<file path="src/rtl/sm_fetch_queue.sv">
`default_nettype none
// ============================================================================
// sm_fetch_queue : instruction prefetch FIFO between PC logic and the ROM.
// Optional ROM-to-decode bypass when empty: define SM_FETCH_QUEUE_BYPASS_EN.
// Revision: 1.0
// ============================================================================

module sm_fetch_queue #(
  parameter int          DEPTH    = 4,
  parameter logic [31:0] RESET_PC = 32'h0
) (
  input  logic                       clk,
  input  logic                       rst_n,
  output logic [31:0]                rom_addr,
  input  logic [31:0]                rom_rd,
  input  logic                       redirect_valid,
  input  logic [31:0]                redirect_pc,
  output logic                       instr_valid,
  output logic [31:0]                instr,
  output logic [31:0]                instr_pc,
  input  logic                       instr_ready,
  output logic [$clog2(DEPTH+1)-1:0] level
);

  localparam int                c_aw       = $clog2(DEPTH);
  localparam int                c_lw       = $clog2(DEPTH+1);
  localparam logic [c_lw-1:0]   c_depth    = c_lw'(DEPTH);
  localparam logic [31:0]       c_reset_pc = {RESET_PC[31:2], 2'b00};

  logic [31:0]     r_fetch_pc;
  logic [c_aw-1:0] r_rd_ptr;
  logic [c_aw-1:0] r_wr_ptr;
  logic [c_lw-1:0] r_count;
  logic [31:0]     r_mem_pc    [DEPTH];
  logic [31:0]     r_mem_instr [DEPTH];

  logic w_bypass;
  logic w_pop;
  logic w_pop_q;
  logic w_push;
  logic w_advance;
  logic w_unused_pc_lsb;

  // Byte-offset bits of the redirect target are deliberately dropped.
  assign w_unused_pc_lsb = ^redirect_pc[1:0];

  assign rom_addr = {2'b00, r_fetch_pc[31:2]};

`ifdef SM_FETCH_QUEUE_BYPASS_EN
  assign w_bypass    = (r_count == '0) & ~redirect_valid;
  assign instr_valid = (r_count != '0) | w_bypass;
  assign instr       = w_bypass ? rom_rd     : r_mem_instr[r_rd_ptr];
  assign instr_pc    = w_bypass ? r_fetch_pc : r_mem_pc[r_rd_ptr];
`else
  assign w_bypass    = 1'b0;
  assign instr_valid = (r_count != '0);
  assign instr       = r_mem_instr[r_rd_ptr];
  assign instr_pc    = r_mem_pc[r_rd_ptr];
`endif

  assign level = r_count;

  // A bypassed transfer consumes the ROM word directly, so storage is untouched.
  assign w_pop     = instr_valid & instr_ready;
  assign w_pop_q   = w_pop & ~w_bypass;
  assign w_push    = ~redirect_valid & ((r_count < c_depth) | w_pop)
                   & ~(w_bypass & instr_ready);
  assign w_advance = w_push | (w_bypass & instr_ready);

  always_ff @(posedge clk or negedge rst_n) begin
    if (!rst_n) begin
      r_fetch_pc <= c_reset_pc;
      r_rd_ptr   <= '0;
      r_wr_ptr   <= '0;
      r_count    <= '0;
    end else if (redirect_valid) begin
      r_fetch_pc <= {redirect_pc[31:2], 2'b00};
      r_rd_ptr   <= '0;
      r_wr_ptr   <= '0;
      r_count    <= '0;
    end else begin
      if (w_advance) r_fetch_pc <= r_fetch_pc + 32'd4;
      if (w_push)    r_wr_ptr   <= r_wr_ptr + c_aw'(1);
      if (w_pop_q)   r_rd_ptr   <= r_rd_ptr + c_aw'(1);
      case ({w_push, w_pop_q})
        2'b10:   r_count <= r_count + c_lw'(1);
        2'b01:   r_count <= r_count - c_lw'(1);
        default: r_count <= r_count;
      endcase
    end
  end

  always_ff @(posedge clk) begin
    if (w_push) begin
      r_mem_pc[r_wr_ptr]    <= r_fetch_pc;
      r_mem_instr[r_wr_ptr] <= rom_rd;
    end
  end

endmodule

`default_nettype wire
</file>
<file path="config.mk">
export PLATFORM = sky130hd
export DESIGN_NAME = sm_fetch_queue
export DESIGN_NICKNAME = d
export VERILOG_FILES = /design/src/rtl/sm_fetch_queue.sv
export SDC_FILE = /design/constraint.sdc
export NUM_CORES = 1
export LEC_CHECK = 0
export ABC_AREA = 1
export BUFFER_PORTS_ARGS = -buffer_cell sky130_fd_sc_hd__buf_2
export CAP_MARGIN = 40
export CORE_ASPECT_RATIO = 0.7
export CORE_MARGIN = 1
export CORE_UTILIZATION = 45
export CTS_CLUSTER_SIZE = 14
export DETAILED_ROUTE_END_ITERATION = 8
export PLACE_DENSITY = 0.71
export SKIP_CTS_REPAIR_TIMING = 1
export SLEW_MARGIN = 30
export SYNTH_ARGS = -nofsm -noshare
export SYNTH_HDL_FRONTEND = slang
export SYNTH_SLANG_ARGS = --single-unit
</file>
<file path="constraint.sdc">
create_clock -name clk -period 5.4 [get_ports clk]
set_input_delay 0.27 -clock clk [delete_from_list [all_inputs] [get_ports clk]]
set_output_delay 0.27 -clock clk [all_outputs]
set_load 0.05 [all_outputs]
</file>
==> out/qor.yml, run 1 <==
post-place-cells: 1411
r2r_cells: 5
critPathRequiredTime_ps: 5130
rows: 48
grt_max_degree: 79
finalMaxSlewViolations: 0
start_util_pct: 46.6
synth_edf_count: 248
worst_pin_slew_ps: 805
worstSetupPathType: "flip-flop to primary output"
holdPathStages: 3
ir_drop_mv: 0.311
netlist_top_cells_area: "edfxtp_1, dfrtp_1, o21ai_0, nor2_1, nand2_1"
grt_pass1_vias: 7344
yosysTopAreaCell: "edfxtp_1"
fmax_mhz: 281
timing.hold.ws_ps: -17.6
cp_max_fo: 70
post_drt_via_cell_ratio: 5.35
busiest_layer: "met2"
ant_nets: 0
dr.pass1.iters: 5
ff_latch_area_mm2: 0.00838
cts_max_level: 1
wl_per_cell_um: 18.4
relSlewSlack_pct: 46.2
gp_congestion: 0.849
ys_ff_latch: 285
dpl.hpwl_um: 16800
min_period_over_period_pct: 66.0
synth.distinct_cells: 35
cap_violations: 0
finalSetupViolations: 0
netlist_instances: 964
antenna_found_initial: 0
period_minus_slack_ps: 3560
synth.most_common_cell: "edfxtp_1"
synthTopCellsByCount: "edfxtp_1, nor2_1, o21ai_0, nand2_1, o22ai_1"
clock-sinks: 285
cts_root_buffer: "clkbuf_16"
areaGrowthSynthToFinish_pct: 21.6
drtIter0Drc: 604
grt_util_met3_pct: 3.89
clockBufferDepth: 3
met2_usage_pct: 31.9
core-area_mm2: 0.0250
avgSynthCellArea_um2: 12.1
r2r_start: "level[2]"
reg2reg_to: "r_mem_instr[1][17]"
grt.met1_usage_pct: 30.2
finalHoldViolCount: 2
nets: 1232
crit_path_start_kind: "flip-flop"
placed_cell_area_mm2: 0.0129
yosysSeqAreaShare_pct: 71.8
antenna_cells: 0
yosysWarningCount: 0
io_buffers: 161
status: "finished with violations"
rrSetupSlack_ps: 2480
drc: 0
tns_ps: 0
post-route-util_pct: 56.7
critPathArrivalTime_ps: 3290
rsz0062_at_grt: "false"
grt_pass1_wl_um: 42000
overflow: 0
die_w_um: 194
powerDensity_mw_per_mm2: 479
hold_end: "r_fetch_pc[12]"
grt.total_usage_pct: 20.6
dieArea_mm2: 0.0266
stdcell_area_mm2: 0.0142
netlist_area_mm2: 0.0117
p_leak_nw: 5.35
die_h_um: 137
cts_made_buffers: 27
layout.cells.non_filler: 1504
clkLatencyLatePin_ps: 540
wirelength_um: 27700
hold_start: "redirect_pc[12]"
cts_tree: "done"
io_pins: 168
synthArstFlopShare_pct: 13.0
violations: "hold timing"
synth-main-ff-cell: "edfxtp_1"
drive_above_1_share_pct: 20.4
endpoint_kind: "primary output"
yosys.area.top_type_share_pct: 63.8
multi_input_area_mm2: 0.00295
skew_ps: 16.1
n_fill_cell: 2072
clkTransAtPathRegs_ps: 60
vias: 8043
min-delay-path-class: "input pin to flip-flop"
worst max path at each step:
stage | to | start
2_1_floorplan | r_mem_instr[0][0] | level[2]
3_3_place_gp | r_mem_instr[1][15] | redirect_valid
3_5_place_dp | r_mem_instr[1][15] | redirect_valid
4_1_cts | instr_pc[20] | r_rd_ptr[0]
5_1_grt | instr_pc[27] | r_rd_ptr[0]
6_report | instr[31] | r_rd_ptr[0]
cells in the final DEF (no fill, tap or decap), types with 4 or more instances in the layout:
| cell | netlist | final |
|---|---|---|
| a21oi_1 | 9 | 9 |
| a22oi_1 | 18 | 18 |
| buf_16 | 0 | 4 |
| buf_2 | 12 | 161 |
| buf_4 | 8 | 5 |
| clkbuf_1 | 32 | 7 |
| clkbuf_16 | 0 | 27 |
| clkinv_2 | 0 | 5 |
| conb_1 | 1 | 4 |
| dfrtp_1 | 37 | 35 |
| dlygate4sd3_1 | 0 | 43 |
| edfxtp_1 | 248 | 248 |
| ha_1 | 5 | 5 |
| inv_1 | 30 | 30 |
| nand2_1 | 125 | 125 |
| nand2_2 | 5 | 5 |
| nand3_1 | 30 | 30 |
| nand3b_1 | 6 | 6 |
| nor2_1 | 162 | 158 |
| nor2_2 | 5 | 5 |
| nor2_4 | 3 | 7 |
| o21ai_0 | 134 | 134 |
| o22ai_1 | 62 | 62 |
| xor2_1 | 10 | 10 |
layout make-up:
class | instances | area share (%)
tap | 325 | 2.87
inverter | 34 | 0.908
clock inverter | 14 | 1.08
multi-input combinational | 594 | 20.8
clock buffer | 36 | 5.14
timing repair buffer | 216 | 10.2
sequential | 285 | 59.0
kinds of logic after synthesis:
group                      after synthesis  synth area share, %
AOI/OAI and AO/OA                      229                 10.9
xor gates and xnor gates                12                0.901
adders and majority gates                6                0.708
buffers and inverters                   88                 3.28
DFF                                    285                 71.8
other                                    1               0.0321
and+or+nand+nor                        343                 12.4
sequential cells by signal, indices dropped and copies added, names as in the netlist:
signal,count
r_rd_ptr,2
r_fetch_pc,30
level,3
r_mem_pc,120
r_wr_ptr,2
r_mem_instr,128
per-layer routing:
metal  share of wire (%)  up-vias
li1                    -     3837
met1                  46     3865
met2                  44      297
met3                 7.4       44
met4                 2.0        0
met5                   0        -
through the flow:
| step | power [mW] | setup slack (ps) |
|---|---|---|
| after global routing | 7.08 | 1590 |
| after global placement | 4.91 | 2140 |
| after CTS | 6.82 | 1780 |
| final | 6.80 | 1840 |
| after floorplan | 4.38 | 1160 |
| after detailed placement | 4.95 | 2100 |
power breakdown:
group | internal (mW) | switching (mW) | total [mW]
Combinational | 0.450 | 1.59 | 2.04
Clock | 1.09 | 0.782 | 1.87
Sequential | 2.69 | 0.187 | 2.88
Total | 4.24 | 2.56 | 6.80
worst max-delay path, cell delays in order (launching register included):
cell and delay, ps:
dfrtp_4 770, clkinv_2 730, buf_4 590, o21ai_0 270, o22ai_1 110, buf_2 230
Note: power is estimated with default switching activity, not from simulation.
==> inputs of run 2 (changes only) <==
Clock period 5.4 ns to 3.39 ns, I/O delays scaled along.
==> run 2 against run 1 <==
The flow now finishes without violations. Core utilization grew 1.0 points. Setup slack got worse by 1500 ps. Total power grew 62%. Critical endpoint is now instr[19].
==> out/qor.yml, run 2 (synthesis gave the netlist of run 1 again) <==
pwr-share-comb_pct: 30.2
worst_pin_slew_ps: 805
top_register: "r_mem_instr"
finalWorstSetupSlack_ps: 369
multi_input_area_mm2: 0.00295
cpPeakStageDelay_ps: 620
clkTransAtPathRegs_ps: 60
cts_max_level: 1
path_cells: "buf_4 -> buf_4 -> o21ai_0 -> o22ai_1 -> buf_2"
overflow: 0
p_leak_nw: 5.49
worstSetupPathType: "flip-flop to primary output"
clockBufferDepth: 3
relSlewSlack_pct: 46.3
io_pins: 168
ir_drop_mv: 0.496
dpl.hpwl_um: 16400
critPathArrivalTime_ps: 2850
grt_max_degree: 78
grt_pass1_vias: 7409
skew_ps: 16.4
drc: 0
finalHoldViolCount: 0
rsz0062_at_grt: "false"
nets: 1258
min-delay-path-class: "input pin to flip-flop"
crit_path_start_kind: "flip-flop"
io_buffers: 161
n_fill_cell: 2024
areaGrowthSynthToFinish_pct: 23.9
die_h_um: 137
vias: 8141
cts_made_buffers: 28
top_regs: "r_mem_instr x128, r_mem_pc x120, r_fetch_pc x30"
endpoint_kind: "primary output"
cts_tree: "done"
dr.pass1.iters: 5
finalMaxSlewViolations: 0
min_period_over_period_pct: 89.1
cts_root_buffer: "clkbuf_16"
clock-sinks: 285
die_w_um: 194
rrSetupSlack_ps: 1010
wl_per_cell_um: 18.4
drtIter0Drc: 548
swShare_pct: 37.5
tns_ps: 0
cpMostUsedCell: "buf_4"
antenna_cells: 0
final_cell_mix: "edfxtp_1, buf_2, nor2_1, o21ai_0, nand2_1"
cap_violations: 0
critPathSlowestCell: "buf_4"
grt_pass1_wl_um: 42100
final_common_cell: "edfxtp_1"
internal_power_mw: 6.89
core-area_mm2: 0.0250
clkLatencyLatePin_ps: 530
drive_above_1_share_pct: 20.6
grt.total_usage_pct: 20.5
wirelength_um: 28100
period_minus_slack_ps: 3020
finalSetupViolations: 0
post_drt_via_cell_ratio: 5.32
fmax_mhz: 331
start_util_pct: 46.6
rows: 48
status: "complete, no violations"
crit_buf_inv: 3
clock_power_share_pct: 28.6
largest_reg_flops: 128
p_seq_share_pct: 41.2
layout.cells.non_filler: 1531
ff_latch_area_mm2: 0.00838
post-route-util_pct: 57.7
post-place-cells: 1415
dieArea_mm2: 0.0266
crit_family: "buffers and inverters"
ant_nets: 0
critPathRequiredTime_ps: 3220
cp_max_fo: 77
antenna_found_initial: 0
post-place-ws_ps: 919
power_switching_mw: 4.13
gp_congestion: 0.863
powerDensity_mw_per_mm2: 762
[run 2: cell count changes in the layout (fill, tap and decap cells not counted), sizes merged]
cell         delta
bufinv          -1
buf             +4
clkinvlp        -1
clkinv          -2
clkbuf          +6
dlygate4sd3    +21
[run 2: layer usage]
metal	wire [um]	vias to the layer above	part of all wire [%]	track usage, %
li1	-	3894	-	-
met1	13200	3937	47	30.6
met2	12600	269	45	31.2
met3	1780	41	6.3	3.97
met4	511	0	1.8	4.67
met5	0	-	0	0
[run 2: final timing paths]
path | startpoint | end | cells after the start
worst max-delay path | r_rd_ptr[0] | instr[19] | 5
worst min-delay path | redirect_pc[23] | r_fetch_pc[23] | 4
worst max register to register | level[2] | level[0] | 7
worst min register to register | level[2] | level[2] | 2
max in group asynchronous | rst_n | r_rd_ptr[0] | 3
min in group asynchronous | rst_n | r_fetch_pc[9] | 2
[run 2: layout make-up]
cell class | instances | share of cell area [%]
flip-flops and latches | 285 | 58.0
repair buffers | 241 | 11.3
clock inverters | 10 | 0.797
clock buffers | 42 | 5.77
multi-input cells | 594 | 20.4
inverters | 34 | 0.892
well taps | 325 | 2.81
[run 2: power by group through the flow]
stage | Sequential, mW | Combinational [mW] | Clock (mW)
3_5_place_dp | 4.61 | 3.28 | 0
2_1_floorplan | 4.79 | 2.19 | 0
5_1_grt | 4.58 | 3.55 | 3.33
3_3_place_gp | 4.59 | 3.25 | 0
6_report | 4.54 | 3.33 | 3.15
4_1_cts | 4.54 | 3.29 | 3.19
[run 2: worst reg2reg max path, stage by stage, from the launching register on]
cell and delay, ps:
dfrtp_1 370, inv_1 90, or2_1 360, nand2_2 350
inv_1 700, nand2_1 190, nand3_1 110, o21ai_0 80
[run 2: metrics by stage]
stage                     hold slack [ps]  power [mW]  instance area [um^2]
after global placement                341        7.84                 12800
after detailed placement              147        7.89                 12900
after CTS                            -417        11.0                 13800
after floorplan                      -126        6.98                 11700
after global routing                 83.8        11.5                 14500
final                                66.6        11.0                 14500
==> inputs of run 3 (changes only) <==
Settings changed: CORE_UTILIZATION 45 to 57, CTS_CLUSTER_SIZE 14 to 8, HOLD_SLACK_MARGIN set to 0.1, PLACE_DENSITY 0.71 to 0.86.
==> run 3 against run 2 <==
Critical path depth fell by 1. Sequential cell count is the same. Count of clock-buffer cells in the layout grew 30. Wire length up 3.6%. Combinational power shrank 2%. Die area fell by 21%. Sequential power up 2%. Largest cell class unchanged.
==> out/qor.yml, run 3 (synthesis gave the netlist of run 1 again) <==
status: "complete, no violations"
grt_util_met3_pct: 5.46
finalWorstSetupSlack_ps: 364
placed_cell_area_mm2: 0.0128
powerDensity_mw_per_mm2: 795
cts_made_buffers: 41
top_register: "r_mem_instr"
post-route-util_pct: 73.4
dr.pass1.iters: 6
cap_violations: 0
clock-sinks: 285
tns_ps: 0
start_util_pct: 58.6
skew_ps: 14.5
critPathArrivalTime_ps: 2860
grt.total_usage_pct: 26.2
relSlewSlack_pct: 45.6
endpoint_kind: "primary output"
p_leak_nw: 5.59
overflow: 0
dieArea_mm2: 0.0211
dpl.hpwl_um: 16000
clockBufferDepth: 3
gp_congestion: 0.910
min-delay-path-class: "input pin to asynchronous set/reset pin"
die_h_um: 122
nets: 1271
crit_path_start_kind: "flip-flop"
vias: 8652
clkLatencyLatePin_ps: 510
n_fill_cell: 1296
ir_drop_mv: 0.718
busiest_layer: "met2"
io_buffers: 161
wl_per_cell_um: 19.4
final_cell_mix: "edfxtp_1, buf_2, nor2_1, o21ai_0, nand2_1"
clkTransAtPathRegs_ps: 50
largest_reg_flops: 128
die_w_um: 173
rsz0062_at_grt: "false"
p_total_mw: 11.6
grt_pass1_wl_um: 42300
finalMaxSlewViolations: 0
cp_max_fo: 75
critPathRequiredTime_ps: 3220
antenna_found_initial: 0
io_pins: 168
grt_pass1_vias: 7934
finalSetupViolations: 0
worstSetupPathType: "flip-flop to primary output"
met2_usage_pct: 41.7
drtIter0Drc: 880
grt.met1_usage_pct: 36.3
cts_max_level: 2
antenna_cells: 0
post-place-ws_ps: 917
cts_root_buffer: "clkbuf_16"
wirelength_um: 29100
finalHoldViolCount: 0
top_regs: "r_mem_instr x128, r_mem_pc x120, r_fetch_pc x30"
min_period_over_period_pct: 89.2
drc: 0
worst_pin_slew_ps: 815
final_common_cell: "edfxtp_1"
stdcell_area_mm2: 0.0146
areaGrowthSynthToFinish_pct: 25.3
cts_tree: "done"
core-area_mm2: 0.0199
post_drt_via_cell_ratio: 5.78
rows: 43
fmax_mhz: 331
grt_max_degree: 76
period_minus_slack_ps: 3030
drive_above_1_share_pct: 20.3
ant_nets: 0
## run 3: cell count changes in the layout (fill, tap and decap cells not counted), sizes merged
cell,previous run,this run
bufinv,2,0
clkbuf,42,72
clkinv,6,2
clkinvlp,2,0
## run 3: through the flow
step	instances	hold slack, ps
floorplan	967	-126
global placement	1358	320
detailed placement	1359	72.5
CTS	1433	-455
global route	1498	137
finish	1498	126
## run 3: final timing paths
| kind | end | slack (ps) | from | cells past startpoint |
|---|---|---|---|---|
| worst max-delay path | instr[4] | 360 | r_rd_ptr[0] | 4 |
| worst min-delay path | r_fetch_pc[12] | 130 | rst_n | 2 |
| worst max register to register | level[0] | 1000 | level[2] | 7 |
| worst min register to register | level[2] | 560 | level[2] | 2 |
| max in group asynchronous | r_rd_ptr[0] | 2790 | rst_n | 3 |
| min in group clk | r_fetch_pc[3] | 230 | redirect_valid | 3 |
## run 3: power breakdown
group          switching (mW)  leakage [nW]  internal (mW)  total, mW
clock                    1.38         0.573           2.34       3.73
combinational            2.54          2.29          0.728       3.27
sequential              0.328          2.73           4.30       4.63
total                    4.25          5.59           7.37       11.6
## run 3: area by class of cell
type	instances	area, um^2	share of cell area (%)
Clock buffer	72	1180	8.11
Inverter	34	129	0.882
Timing Repair Buffer	241	1620	11.1
Tap cell	270	338	2.31
Multi-Input combinational cell	594	2950	20.2
Sequential cell	285	8380	57.3
Clock inverter	2	13.8	0.0941
## run 3: worst max-delay path, cell delays in order, from the launching register on
cell	delay, ps
dfrtp_4	930
buf_4	560
o21ai_0	210
o22ai_1	290
buf_2	320
## run 3: metal layers
metal  up-vias  wire [um]
li1       3929          -
met1      4156      11900
met2       499      13900
met3        68       2530
met4         0        772
met5         -          0
